### src/rtl/scroll_controller_pkg.sv
// rtl/scroll_controller_pkg.sv - shared game types and speed encoding
package scroll_controller_pkg;

    localparam int GAME_SUBPIX_BITS = 6;
    localparam int GAME_SPEED_W     = 10;
    localparam int GAME_SPEED_MAX   = 512;

    typedef enum logic [1:0] {
        ST_RUN    = 2'd0,
        ST_FINISH = 2'd1,
        ST_DONE   = 2'd2
    } scroll_state_t;

endpackage

### src/rtl/subpixel_accumulator.sv
// rtl/subpixel_accumulator.sv - per-frame sub-pixel speed integrator
module subpixel_accumulator
    import scroll_controller_pkg::*;
#(
    parameter int SUBPIX_BITS = GAME_SUBPIX_BITS
) (
    input  logic                    clk,
    input  logic                    resetN,
    input  logic                    advance,
    input  logic                    clear,
    input  logic [GAME_SPEED_W-1:0] speed,
    output logic [GAME_SPEED_W:0]   px
);

    localparam int SUM_W = GAME_SPEED_W + 1;
    localparam logic [GAME_SPEED_W-1:0] SPEED_CAP = GAME_SPEED_W'(GAME_SPEED_MAX);

    logic [SUBPIX_BITS-1:0]  frac_q;
    logic [GAME_SPEED_W-1:0] speed_c;
    logic [SUM_W-1:0]        sum;

    // Out-of-range speed codes are clamped so px never exceeds the road's assumptions.
    always_comb begin
        speed_c = (speed > SPEED_CAP) ? SPEED_CAP : speed;
        sum     = {1'b0, speed_c} + SUM_W'(frac_q);
        px      = sum >> SUBPIX_BITS;
    end

    always_ff @(posedge clk or negedge resetN) begin
        if (!resetN) begin
            frac_q <= '0;
        end else if (clear) begin
            frac_q <= '0;
        end else if (advance) begin
            frac_q <= sum[SUBPIX_BITS-1:0];
        end
    end

endmodule

### src/rtl/scroll_controller.sv
// rtl/scroll_controller.sv - road scroll, distance and finish-line sequencing
module scroll_controller
    import scroll_controller_pkg::*;
#(
    parameter int TRACK_LENGTH = 16000,
    parameter int SCREEN_H     = 480,
    parameter int PLAYER_Y     = 380,
    parameter int SUBPIX_BITS  = GAME_SUBPIX_BITS,
    parameter int ROW_H        = 64
) (
    input  logic        clk,
    input  logic        resetN,
    input  logic        frame_start,
    input  logic        restart,
    input  logic [9:0]  player_speed,
    output logic [10:0] scroll_y,
    output logic [15:0] distance,
    output logic        finish_visible,
    output logic [10:0] finish_y,
    output logic        new_row,
    output logic        race_done
);

    localparam logic [15:0] FIN_START = 16'(TRACK_LENGTH - PLAYER_Y);
    localparam logic [16:0] DIST_CAP  = 17'(TRACK_LENGTH + SCREEN_H - PLAYER_Y);
    localparam logic [11:0] WRAP      = 12'(SCREEN_H);
    localparam logic [16:0] ROW_PITCH = 17'(ROW_H);

    scroll_state_t state_q, state_d;

    logic [10:0] px;
    logic [16:0] dist_sum;
    logic [15:0] dist_next;
    logic [11:0] scroll_sum;
    logic [10:0] scroll_next;
    logic [15:0] row_pos;
    logic [16:0] row_sum;
    logic [15:0] row_next;
    logic        row_cross;
    logic [10:0] finish_y_next;

    subpixel_accumulator #(
        .SUBPIX_BITS (SUBPIX_BITS)
    ) u_accum (
        .clk     (clk),
        .resetN  (resetN),
        .advance (frame_start),
        .clear   (restart),
        .speed   (player_speed),
        .px      (px)
    );

    always_comb begin
        dist_sum = {1'b0, distance} + 17'(px);
        if (state_q == ST_DONE) begin
            dist_next = distance;
        end else if (dist_sum > DIST_CAP) begin
            dist_next = DIST_CAP[15:0];
        end else begin
            dist_next = dist_sum[15:0];
        end

        scroll_sum  = {1'b0, scroll_y} + 12'(px);
        scroll_next = (scroll_sum >= WRAP) ? 11'(scroll_sum - WRAP) : scroll_sum[10:0];

        // row_pos tracks distance mod ROW_H so no divider is needed for the spawn pulse.
        row_sum   = {1'b0, row_pos} + {1'b0, dist_next - distance};
        row_cross = (state_q != ST_DONE) && (row_sum >= ROW_PITCH);
        row_next  = row_cross ? 16'(row_sum - ROW_PITCH) : row_sum[15:0];

        finish_y_next = 11'(dist_next - FIN_START);

        // Reaching the cap is the same event as the finish line leaving the screen.
        state_d = state_q;
        case (state_q)
            ST_RUN: begin
                if ({1'b0, dist_next} >= DIST_CAP) begin
                    state_d = ST_DONE;
                end else if (dist_next >= FIN_START) begin
                    state_d = ST_FINISH;
                end
            end
            ST_FINISH: begin
                if ({1'b0, dist_next} >= DIST_CAP) begin
                    state_d = ST_DONE;
                end
            end
            ST_DONE:   state_d = ST_DONE;
            default:   state_d = ST_RUN;
        endcase
    end

    always_ff @(posedge clk or negedge resetN) begin
        if (!resetN) begin
            state_q <= ST_RUN;
        end else if (restart) begin
            state_q <= ST_RUN;
        end else if (frame_start) begin
            state_q <= state_d;
        end
    end

    always_ff @(posedge clk or negedge resetN) begin
        if (!resetN) begin
            scroll_y       <= '0;
            distance       <= '0;
            row_pos        <= '0;
            finish_visible <= 1'b0;
            finish_y       <= '0;
            new_row        <= 1'b0;
            race_done      <= 1'b0;
        end else if (restart) begin
            scroll_y       <= '0;
            distance       <= '0;
            row_pos        <= '0;
            finish_visible <= 1'b0;
            finish_y       <= '0;
            new_row        <= 1'b0;
            race_done      <= 1'b0;
        end else begin
            new_row <= 1'b0;
            if (frame_start) begin
                scroll_y       <= scroll_next;
                distance       <= dist_next;
                row_pos        <= row_next;
                new_row        <= row_cross;
                finish_visible <= (state_d == ST_FINISH);
                finish_y       <= (state_d == ST_FINISH) ? finish_y_next : 11'd0;
                race_done      <= (state_d == ST_DONE);
            end
        end
    end

endmodule

### config.mk
export PLATFORM = sky130hd
export DESIGN_NAME = scroll_controller
export DESIGN_NICKNAME = d
export VERILOG_FILES = /design/src/rtl/scroll_controller_pkg.sv /design/src/rtl/subpixel_accumulator.sv /design/src/rtl/scroll_controller.sv
export SDC_FILE = /design/constraint.sdc
export NUM_CORES = 1
export LEC_CHECK = 0
export CORE_MARGIN = 10
export CORE_UTILIZATION = 55
export CTS_BUF_LIST = sky130_fd_sc_hd__clkbuf_8 sky130_fd_sc_hd__clkbuf_16
export CTS_CLUSTER_DIAMETER = 60
export DETAILED_ROUTE_END_ITERATION = 10
export PLACE_DENSITY = 0.88
export SYNTH_ARGS = -nofsm -noshare
export SYNTH_HDL_FRONTEND = slang
export SYNTH_SLANG_ARGS = --single-unit
### constraint.sdc
create_clock -name clk -period 15.1 [get_ports clk]
set_input_delay 3.02 -clock clk [delete_from_list [all_inputs] [get_ports clk]]
set_output_delay 3.02 -clock clk [all_outputs]
set_load 0.02 [all_outputs]
==> results of run 1 <==
## worst register-to-register path: cells and delay by family (launching register included)
kind            cells  cell delay (ns)
flops               1             0.39
simple gates        8             1.24
xor+xnor            3             0.64
compound gates     21             5.76
fa+ha+maj           5             1.79
## state kept, by name (all words and copies together), names as in the netlist
signal / cells
distance: 16
row_pos: 16
finish_y: 11
scroll_y: 11
u_accum.frac_q: 6
state_q: 2
finish_visible: 1
new_row: 1
## power groups by stage
stage	Sequential, uW	Combinational (uW)	Clock, uW
2_1_floorplan	209	416	0
3_3_place_gp	210	517	0
3_5_place_dp	210	524	0
4_1_cts	208	531	208
5_1_grt	210	595	216
6_report	208	541	205
## final cells by class
type                    count  area [um^2]  share of cell area [%]
clock buffers              10        239.0                   3.329
repair buffers             58        555.5                   7.738
flip-flops and latches     64         1602                   22.31
clock inverters             5        48.80                  0.6797
well taps                 143        178.9                   2.492
inverters                  52        195.2                   2.719
multi-input cells         614         4360                   60.74
## Yosys cell counts (5+ instances only)
master     instances
nor2_1           103
dfrtp_1           64
ha_1              52
inv_1             52
a21oi_1           48
nand2_1           39
o21ai_0           35
xnor2_1           31
nor3_1            19
a211oi_1          18
nor2b_1           18
mux2i_1           16
a21o_1            15
clkbuf_1          15
xor2_1            14
a31oi_1           13
nand3_1           13
a22o_1            11
buf_6              8
nor4_1             8
o21a_1             8
a21boi_0           7
and2_1             7
nand4_1            6
or2_2              6
fa_1               5
nand2b_1           5
o2111ai_1          5
o211ai_1           5
## cell families (layout without fill, tap and decap cells)
logic type	after synthesis	count (layout)	synth area share (%)
AND/OR/NAND/NOR	259	259	20.66
AO/OA/AOI/OAI	231	231	26.69
buffers and inverters	82	125	6.056
flip-flops	64	64	25.25
adder cells (fa/ha/maj)	57	57	11.84
XOR/XNOR	45	45	6.214
multiplexers	20	20	3.235
other	1	2	0.05913
## placed cells by master, fill, tap and decap left out, types with 9 or more instances in the layout
master,Yosys,routed
nor2_1,103,103
dfrtp_1,64,64
inv_1,52,53
ha_1,52,52
clkdlybuf4s50_1,0,51
a21oi_1,48,48
nand2_1,39,39
o21ai_0,35,35
xnor2_1,31,31
nor3_1,19,19
nor2b_1,18,18
a211oi_1,18,18
mux2i_1,16,16
a21o_1,15,15
xor2_1,14,14
a31oi_1,13,13
nand3_1,13,13
a22o_1,11,11
clkbuf_16,0,9
## metrics by stage
stage / setup WS [ns] / hold WS, ns / std cells / instance area, um^2
after detailed placement: 1.911 / 0.4868 / 931 / 6892
after floorplan: 3.633 / 0.4627 / 760 / 6346
after global routing: 1.212 / 0.5094 / 946 / 7179
after global placement: 2.172 / 0.4600 / 931 / 6892
after CTS: 2.201 / 0.4981 / 946 / 7179
final: 2.041 / 0.4937 / 946 / 7179
## worst paths after layout
check,start,to,slack (ns),cells after the start
worst min-delay path,finish_visible,finish_visible,0.49,1
min in group asynchronous,resetN,row_pos[13],2.84,2
worst min register to register,finish_visible,finish_visible,0.49,1
worst max register to register,u_accum.frac_q[1],row_pos[6],5.15,37
worst max-delay path,player_speed[9],row_pos[6],2.04,41
max in group asynchronous,resetN,distance[14],11.67,2
## routing by layer
layer,track usage [%],wire length [um]
met1,24.65,6879
met2,32.70,8088
met3,5.045,1435
met4,6.765,338
met5,0,0
==> flow_summary.yaml, run 1 <==
power:
  clkPwrFrac_pct: 21.5
  switchingPower_uw: 411.3
  intPower_uw: 542.9
  finalPower_uw: 954.2
  powerDensity_nw_per_um2: 132.9
  p_sw_share_pct: 43.10
  p_leak_uw: 0.003120
  vdd_ir_drop_max_mv: 0.09271
  p_seq_share_pct: 21.8
  p_comb_share_pct: 56.7
drt:
  dr.pass1.iters: 6
  post_drt_wl_per_cell_um: 17.70
  detailroute.via_count: 5986
  wl_um: 16740
  dr.first_iter.drc_count: 668
  route.detailed.drc: 0
  ant_nets: 0
  via_per_inst: 6.328
status:
  outcome: "completed"
critical_path:
  arrival_ns: 13.28
  cpPeakStageDelay_ns: 0.66
  cp-end-kind: "register"
  start_kind: "input pin"
  worst_path_most_repeated_cell: "a21o_1"
  crit_type: "input pin to register"
  crit_family: "compound AO/OA/AOI/OAI gates"
  crit_slowest_cell: "a2111oi_1"
  required_ns: 15.32
  path_buf_inv: 3
  path_max_fanout: 14
timing:
  setup_viol: 0
  hold_viol_final: 0
  fmax_ghz: 0.07658
  finalClockSkew_ns: 0.005167
  rsz0062_at_grt: "no"
  finalMaxSlewViolations: 0
  post-route-period-util_pct: 86.48
  tns_ns: 0
  tightestPinTransition_ns: 1.318
  period_needed_ns: 13.06
  slew-limit-headroom_pct: 11.81
cts:
  clockBufferDepth: 2
  hold_buffers: 0
  numCtsBuffers: 9
  clock_latency_ns: 0.33
  h-tree-depth: 3
  cts-root-buf: "clkbuf_16"
  clkTransAtPathRegs_ns: 0.06
  cts_tree: "yes"
  cts_resized: 0
  post_cts_buffers: 0
  clock_sinks: 64
hold_path:
  hold_class: "register to register"
logic_synthesis:
  synth_edf_count: 0
  ys_seq_area_share_pct: 25.25
  synth_ff_type: "dfrtp_1"
  avgSynthCellArea_um2: 8.356
  yosysWarningCount: 0
  yosys.cell_types.count: 96
  yosysTopAreaCellShare_pct: 25.25
  synth_seq_cells: 64
  synth.largest_area_cell: "dfrtp_1"
  synth_cells: 759
  synth.area.top_cells: "dfrtp_1, ha_1, nor2_1, xnor2_1, a21oi_1"
  async_reset_ff_share_pct: 100.0
  syn-cell-area_um2: 6342
flow_run:
  max_cap_violations: 0
floorplanning:
  num_rows: 39
  coreArea_um2: 11370
  ios: 55
  start_util_pct: 55.78
  die-area_um2: 16230
  die_height_um: 127.4
  die_w_um: 127.4
finish:
  areaGrowthSynthToFinish_pct: 13.20
  utilization_pct: 63.15
  fill_cells: 937
  final_net_count: 870
  final_layout_size_suffix_gt1_share_pct: 7.597
  antennaDiodeCount: 0
global_routing:
  grt_max_degree: 65
  grt_usage_pct: 19.84
  grt_pass1_vias: 5633
  overflow: 0
  grt_antenna_before_repair: 0
  grt_pass1_wl_um: 27240
placement:
  io_buffers: 54
  globalplace.congestion: 0.9683
  hpwlAfterDp_um: 12000
Power figures use the tool's default switching activity.
==> run 2, diff against run 1 <==
- clock period: 15.1 -> 15.4 ns (I/O delays scaled with it)
==> run 2 against run 1 <==
  * Worst hold slack improved by 0.0020 ns
  * Highest routed layer unchanged
  * Die area unchanged
  * Count of clock-buffer cells in the layout unchanged
  * Register-to-register slack improved by 0.07 ns
  * Combinational power decreased by 2%
  * Clock skew increased by 0.0011 ns
  * Core utilization unchanged
  * Critical path type unchanged
  * Sequential share of layout area unchanged
  * Global-route usage about the same
  * Via count increased by 0.65%
  * Power decreased by 2.0%
==> flow_summary.yaml, run 2 (synthesis gave the netlist of run 1 again) <==
cts:
  clkTransAtPathRegs_ns: 0.06
  numCtsBuffers: 9
  post_cts_buffers: 0
  clock_latency_ns: 0.32
  cts_tree: "yes"
  hold_buffers: 0
  clockBufferDepth: 2
  cts_resized: 0
  clock_sinks: 64
  cts-root-buf: "clkbuf_16"
  h-tree-depth: 3
drt:
  post_drt_wl_per_cell_um: 17.76
  dr.first_iter.drc_count: 653
  dr.pass1.iters: 8
  detailroute.via_count: 6025
  wl_um: 16800
  ant_nets: 0
  via_per_inst: 6.369
  route.detailed.drc: 0
global_routing:
  overflow: 0
  grt_max_degree: 65
  grt_pass1_wl_um: 27520
  grt_usage_pct: 19.87
  grt_pass1_vias: 5782
  grt_antenna_before_repair: 0
critical_path:
  start_kind: "input pin"
  r2r_slack_ns: 5.22
  arrival_ns: 13.58
  cp-end-kind: "register"
  cpPeakStageDelay_ns: 0.67
  required_ns: 15.62
  crit_type: "input pin to register"
  crit_slowest_cell: "a41oi_2"
  r2r-start: "u_accum.frac_q[1]"
  rr_worst_depth: 36
  reg2reg_to: "row_pos[11]"
  path_max_fanout: 14
hold_path:
  whs_path_depth: 1
  hold_class: "register to register"
  hold_end: "finish_visible"
  hold_start: "finish_visible"
placement:
  hpwlAfterDp_um: 12010
  globalplace.congestion: 0.9689
  io_buffers: 54
  place_inst: 931
timing:
  rsz0062_at_grt: "no"
  finalClockSkew_ns: 0.006312
  tightestPinTransition_ns: 1.284
  fmax_ghz: 0.07485
  slew-limit-headroom_pct: 14.06
  post-route-period-util_pct: 86.75
  hold_viol_final: 0
  tns_ns: 0
  period_needed_ns: 13.36
  setup_viol: 0
  finalMaxSlewViolations: 0
  whs_ns: 0.4957
flow_run:
  max_cap_violations: 0
finish:
  antennaDiodeCount: 0
  utilization_pct: 63.15
  final_layout_size_suffix_gt1_share_pct: 7.597
  areaGrowthSynthToFinish_pct: 13.20
  final_net_count: 870
  final_common_cell: "nor2_1"
  mostFrequentLayoutCells: "nor2_1, dfrtp_1, inv_1"
  fill_cells: 945
  top_regs: "distance: 16 flops, row_pos: 16 flops"
  layout.cells.non_filler: 946
power:
  p_sw_share_pct: 43.09
  vdd_ir_drop_max_mv: 0.1149
  switchingPower_uw: 403.0
  powerDensity_nw_per_um2: 130.3
  p_comb_share_pct: 56.6
  intPower_uw: 532.4
  p_seq_share_pct: 21.8
  finalPower_uw: 935.4
  p_leak_uw: 0.003120
  clkPwrFrac_pct: 21.5
floorplanning:
  die-area_um2: 16230
  coreArea_um2: 11370
  ios: 55
  die_w_um: 127.4
  start_util_pct: 55.78
  die_height_um: 127.4
  num_rows: 39
status:
  outcome: "completed"
==> run 2: cell counts in the layout (fill, tap and decap cells not counted) <==
No cell type changed its count.
==> run 2: power by group through the flow <==
stage | sequential [uW] | clock [uW] | combinational, uW
after floorplan | 205 | 0 | 408
after global routing | 206 | 210 | 586
final | 204 | 201 | 530
after CTS | 204 | 204 | 521
after detailed placement | 206 | 0 | 515
after global placement | 206 | 0 | 507
==> run 2: cell type report <==
cell class,instances,area [um^2],area share [%]
Clock inverter,5,48.80,0.6797
Timing Repair Buffer,58,555.5,7.738
Tap cell,143,178.9,2.492
Clock buffer,10,239.0,3.329
Sequential cell,64,1602,22.31
Inverter,52,195.2,2.719
Multi-Input combinational cell,614,4360,60.74
==> run 2: layer usage <==
| layer | track usage [%] | wire (um) | vias to the layer above |
|---|---|---|---|
| met5 | 0 | 0 | - |
| met4 | 5.626 | 372 | 0 |
| met3 | 5.170 | 1343 | 35 |
| met2 | 32.91 | 7891 | 272 |
| met1 | 24.92 | 7191 | 2858 |
| li1 | - | - | 2860 |
==> run 2: worst max-delay path by stage <==
| stage | slack (ns) | from | endpoint | depth (start not counted) |
|---|---|---|---|---|
| finish | 2.04 | player_speed[9] | row_pos[11] | 40 |
| global route | 1.32 | player_speed[9] | row_pos[6] | 43 |
| floorplan | 3.87 | player_speed[9] | row_pos[6] | 43 |
| CTS | 2.25 | player_speed[9] | row_pos[11] | 40 |
| global placement | 2.41 | player_speed[9] | row_pos[6] | 41 |
| detailed placement | 2.10 | player_speed[9] | row_pos[6] | 41 |
==> run 2: stage by stage <==
| stage | setup slack, ns | cell area [um^2] |
|---|---|---|
| floorplan | 3.873 | 6346 |
| global placement | 2.414 | 6892 |
| detailed placement | 2.099 | 6892 |
| CTS | 2.250 | 7179 |
| global route | 1.323 | 7179 |
| finish | 2.040 | 7179 |
==> run 2: worst max-delay path, delay by kind of cell <==
kind                       cells  cell delay (ns)
AOI/OAI and AO/OA             19             5.20
adders and majority gates      5             1.66
and+or+nand+nor                9             1.94
buffers and inverters          3             0.72
xor gates and xnor gates       3             0.57
muxes                          1             0.39
